$ cat config.mk
export PLATFORM = sky130hd
export DESIGN_NAME = dmem_access_ctrl
export DESIGN_NICKNAME = d
export VERILOG_FILES = /design/src/rtl/dmem_access_ctrl.sv
export SDC_FILE = /design/constraint.sdc
export NUM_CORES = 1
export LEC_CHECK = 0
export BUFFER_PORTS_ARGS = -buffer_cell sky130_fd_sc_hd__buf_2
export CORE_AREA = 2 2 108 110
export CTS_CLUSTER_SIZE = 16
export DETAILED_ROUTE_END_ITERATION = 7
export DIE_AREA = 0 0 110 112
export PLACE_DENSITY = 0.7
export SYNTH_ARGS = -nofsm -noshare
export SYNTH_HDL_FRONTEND = slang
export SYNTH_SLANG_ARGS = --single-unit
export TNS_END_PERCENT = 100
$ cat constraint.sdc
create_clock -name clk -period 2.5 [get_ports clk]
set_clock_uncertainty 0.05 [all_clocks]
set_input_delay 0 -clock clk [delete_from_list [all_inputs] [get_ports clk]]
set_output_delay 0 -clock clk [all_outputs]
set_load 0.01 [all_outputs]
$ cat src/rtl/dmem_access_ctrl.sv
// MEM-stage data memory access sequencer: req/ack handshake with timeout,
// pipeline stall/flush generation and a saturating stall-cycle counter.
module dmem_access_ctrl #(
   parameter int unsigned TIMEOUT  = 16,
   parameter logic [31:0] ERR_DATA = 32'hDEAD_BEEF,
   parameter int unsigned CW       = 16
) (
   input  logic          clk,
   input  logic          rst,
   input  logic          MemWriteM,
   input  logic [1:0]    ResultSrcM,
   input  logic [31:0]   ALUResultM,
   input  logic [31:0]   WriteDataM,
   output logic          mem_req,
   output logic          mem_we,
   output logic [31:0]   mem_addr,
   output logic [31:0]   mem_wdata,
   input  logic          mem_ack,
   input  logic [31:0]   mem_rdata,
   output logic [31:0]   ReadDataM,
   output logic          StallM,
   output logic          FlushW,
   output logic          misalign,
   output logic          timeout,
   output logic [CW-1:0] StallCount
);

   localparam int unsigned WW = (TIMEOUT > 1) ? $clog2(TIMEOUT) : 1;

   typedef enum logic [1:0] {IDLE, BUSY, DONE} state_t;

   state_t        state_q, state_d;
   logic          req_q, req_d;
   logic          we_q, we_d;
   logic [31:0]   addr_q, addr_d;
   logic [31:0]   wdata_q, wdata_d;
   logic [31:0]   rdata_q, rdata_d;
   logic [WW-1:0] wait_q, wait_d;
   logic          mis_q, mis_d;
   logic          to_q, to_d;
   logic [CW-1:0] cnt_q, cnt_d;

   logic access, aligned, start, expire;

   assign access  = MemWriteM | (ResultSrcM == 2'b01);
   assign aligned = (ALUResultM[1:0] == 2'b00);
   assign start   = (state_q == IDLE) && access && aligned;
   // An ack in the final wait cycle takes priority over abandoning the access.
   assign expire  = (state_q == BUSY) && !mem_ack && (wait_q == WW'(TIMEOUT - 1));

   always_ff @(posedge clk) begin
      if (!rst) state_q <= IDLE;
      else      state_q <= state_d;
   end

   always_comb begin
      state_d = state_q;
      case (state_q)
         IDLE:    if (start) state_d = BUSY;
         BUSY:    if (mem_ack || expire) state_d = DONE;
         DONE:    state_d = IDLE;
         default: state_d = IDLE;
      endcase
   end

   always_comb begin
      StallM = start || (state_q == BUSY);
      FlushW = StallM;
   end

   always_comb begin
      req_d   = req_q;
      we_d    = we_q;
      addr_d  = addr_q;
      wdata_d = wdata_q;
      rdata_d = rdata_q;
      wait_d  = wait_q;
      mis_d   = (state_q == IDLE) && access && !aligned;
      to_d    = 1'b0;
      cnt_d   = cnt_q;
      if (start) begin
         req_d   = 1'b1;
         we_d    = MemWriteM;
         addr_d  = ALUResultM;
         wdata_d = WriteDataM;
         wait_d  = '0;
      end
      if (state_q == BUSY) begin
         if (mem_ack) begin
            req_d = 1'b0;
            if (!we_q) rdata_d = mem_rdata;
         end else if (expire) begin
            req_d = 1'b0;
            to_d  = 1'b1;
            if (!we_q) rdata_d = ERR_DATA;
         end else begin
            wait_d = wait_q + 1'b1;
         end
      end
      if (StallM && (cnt_q != {CW{1'b1}})) cnt_d = cnt_q + 1'b1;
   end

   always_ff @(posedge clk) begin
      if (!rst) begin
         req_q   <= 1'b0;
         we_q    <= 1'b0;
         addr_q  <= '0;
         wdata_q <= '0;
         rdata_q <= '0;
         wait_q  <= '0;
         mis_q   <= 1'b0;
         to_q    <= 1'b0;
         cnt_q   <= '0;
      end else begin
         req_q   <= req_d;
         we_q    <= we_d;
         addr_q  <= addr_d;
         wdata_q <= wdata_d;
         rdata_q <= rdata_d;
         wait_q  <= wait_d;
         mis_q   <= mis_d;
         to_q    <= to_d;
         cnt_q   <= cnt_d;
      end
   end

   assign mem_req    = req_q;
   assign mem_we     = we_q;
   assign mem_addr   = addr_q;
   assign mem_wdata  = wdata_q;
   assign ReadDataM  = rdata_q;
   assign misalign   = mis_q;
   assign timeout    = to_q;
   assign StallCount = cnt_q;

endmodule
==> impl_results.md <==
* Status: complete, no violations
* Area delta synth->final at 60.40%
* Clk sinks at 122
* Congestion Overflow GR at 0
* RSZ-0062 raised after global routing: false
* DRT antenna net count at 0
* Routed wire length at 14.62 mm
* Vias at 5081
* Placed wire-length estimate at 8.963 mm
* Initial antenna violation count at 0
* Clk pwr share at 48.6%
* Clock-pin slew on the worst setup and hold paths at 50 ps
* Setup TNS at 0 ps
* Worst EP arrival at 2400 ps
* Number of rows in the core area at 39
* Ports at 220
* FMAX at 0.4615 GHz
* CP required at 2730 ps
* Cells after Synth at 558
* Crit Path Category: flop to flop
* Syn_nets at 662
* Post-CTS setup buffer count at 0
* First-pass detailed-route iteration total at 5
* Seq/Total Area, Yosys at 53.01%
* Worst min path class: input port to flop
* Async SR Flop Fraction at 0%
* EDFF count, synth at 0
* Vias in the first global route at 4924
* H-tree depth at 4
* Critical Path End Type: flop
* Final setup fails at 0
* Share of post-route cells with drive strength above 1 at 30.52%
* Static Leakage at 3.269 nW
* Clk_lat worst skew at 410 ps
* Worst VDD drop at 0.0004438 V
* Pwr Total at 4.974 mW
* Yosys warns at 0
* Total Routing Usage GR at 23.55%
* Post-cts resize count at 0
* DP Area at 5794 um^2
* Inserted Clock Buffers at 17
* Max-cap viol count at 0
* Core ar. at 11170 um^2
* Combinational fraction of design power at 10.3%
* Pin count of the biggest net entering global routing at 66
* Relative slew slack at 56.26%
* Net Sw Frac at 22.23%
* Mapped Area at 4607 um^2
* Antenna cells at 0
* Final hold viol count at 0
* Netlist cell types at 46
* Nets at 969
* Tcrit/Tclk final at 86.68%
* Avg Cell Area, Syn at 8.256 um^2
* Net Sw Power at 1.106 mW
* Vias per inst at 4.976
* Reg power frac at 41.1%
* First-pass GRT wire length at 22.74 mm
* #FFs+latches synth at 122
* Starting Density at 41.23%
* Clock Tree Buf Depth at 2
* Die area at 12320 um^2
* PD cells at 673.1 nW/um^2
* Slew Limit Fails at 0
* Die H at 112 um
* CP Max Fanout at 65
* Cell internal pwr at 3.868 mW
* Buffers on Ports at 219
* Wire per inst at 14.31 um
* Synth Flop Type: dfxtp_1
* DRT iter0 DRCs at 413
* Root Buffer: clkbuf_16
* Gpl congestion at 0.7559
* DRC viols at 0
* Fin crit period at 2167 ps
* Chip width at 110 um
* Design Area, Final at 7390 um^2
* TritonCTS clock tree: built
* Worst-margin pin slew at 656.1 ps
* CP Launch Type: flop
worst max-delay path, stage by stage (launching register included):
cell and delay [ps]:
dfxtp_1 340, nor4_2 410, o21a_2 280, buf_4 540
nor2_1 170, a22oi_1 180, nor2_1 70
power groups by stage:
| stage | clock [mW] | sequential, mW | combinational [mW] |
|---|---|---|---|
| after floorplan | 0 | 2.11 | 0.165 |
| after global placement | 0 | 2.08 | 0.372 |
| after detailed placement | 0 | 2.08 | 0.379 |
| after CTS | 2.47 | 2.04 | 0.502 |
| after global routing | 2.55 | 2.05 | 0.559 |
| final | 2.42 | 2.04 | 0.511 |
state kept, by name (all words and copies together), names as in the netlist, 2 cells and up:
| name | cells |
|---|---|
| wait_q | 4 |
| state_q | 2 |
| StallCount | 16 |
| ReadDataM | 32 |
| mem_addr | 32 |
| mem_wdata | 32 |
area by class of cell:
| class | count | area (um^2) |
|---|---|---|
| fillers | 894 | 3785 |
| inverters | 3 | 12.51 |
| repair buffers | 327 | 2157 |
| well taps | 143 | 178.9 |
| flip-flops and latches | 122 | 2442 |
| clock buffers | 26 | 509.2 |
| clock inverters | 6 | 85.08 |
| multi-input cells | 394 | 2004 |
metrics by stage:
stage / cells / worst slack (ps) / utilization, % / hold slack, ps
finish: 1021 / 333.1 / 66.13 / 82.13
global route: 1021 / 158.6 / 66.13 / 102.5
CTS: 1021 / 318.9 / 66.13 / 48.89
detailed placement: 889 / 334.6 / 51.85 / 196.8
global placement: 889 / 415.1 / 51.85 / 188.8
floorplan: 558 / 702.7 / - / 85.98
layer usage:
layer / part of all wire, % / wire length [um] / GRT usage [%] / vias up
li1: - / - / - / 2487
met1: 39 / 5727 / 25.06 / 2345
met2: 50 / 7286 / 40.82 / 208
met5: 0 / 0 / 0 / -
met4: 3.2 / 468 / 12.83 / 0
met3: 7.8 / 1133 / 7.143 / 41
Yosys cell counts, drive strengths merged, types with 3 or more instances:
| cell | count | share of area [%] |
|---|---|---|
| xnor2 | 5 | 0.95 |
| a21oi | 79 | 8.7 |
| o21ai | 9 | 0.98 |
| nor4 | 3 | 0.54 |
| dfxtp | 122 | 53 |
| nand3 | 10 | 1.2 |
| and3 | 9 | 1.3 |
| clkbuf | 29 | 2.4 |
| nor2 | 41 | 3.3 |
| nand2 | 145 | 12 |
| nor3 | 28 | 3.0 |
| nand2b | 4 | 0.54 |
| mux2i | 5 | 1.1 |
| nand4 | 6 | 0.95 |
| buf | 10 | 1.1 |
| or3 | 6 | 0.84 |
| nor3b | 24 | 3.9 |
what timing repair did:
action	in CTS	in global routing
endpoints found under the hold margin	102	0
hold buffers	100	0
endpoints found under the setup margin	0	0
logic make-up (layout without fill, tap and decap cells):
kind of cell | Yosys count | in the layout | share of synthesized area, %
AOI/OAI and AO/OA | 99 | 99 | 11.92
xor gates and xnor gates | 7 | 7 | 1.331
adders and majority gates | 2 | 2 | 0.5431
buffers and inverters | 42 | 362 | 3.775
DFF | 122 | 122 | 53.01
muxes | 5 | 5 | 1.086
and+or+nand+nor | 281 | 281 | 28.33
path summary, 6_finish.rpt:
kind | from | to | slack, ps | depth (start not counted)
worst max-delay path | state_q[1] | wait_q[1] | 330 | 6
worst min-delay path | mem_ack | ReadDataM[22] | 80 | 3
worst max register to register | state_q[1] | wait_q[1] | 330 | 6
worst min register to register | ReadDataM[22] | ReadDataM[22] | 400 | 2
placed cells by master (no fill, tap or decap), types with 2 or more instances in the layout:
cell	instances
nand2b_1	4
inv_1	2
nand3_1	9
dlygate4sd3_1	100
clkbuf_1	4
clkbuf_8	5
and3_1	8
buf_2	219
or3_1	5
o21ai_0	7
xor2_1	2
clkinvlp_4	2
bufinv_16	2
nor2_1	40
ha_1	2
clkbuf_16	17
nor3_1	28
mux2i_1	5
nor4_1	2
nor3b_1	24
nand2_1	145
clkinv_2	3
buf_4	8
xnor2_1	5
dfxtp_1	122
a21oi_1	78
nand4_1	5
Note: power is estimated with default switching activity, not from simulation.
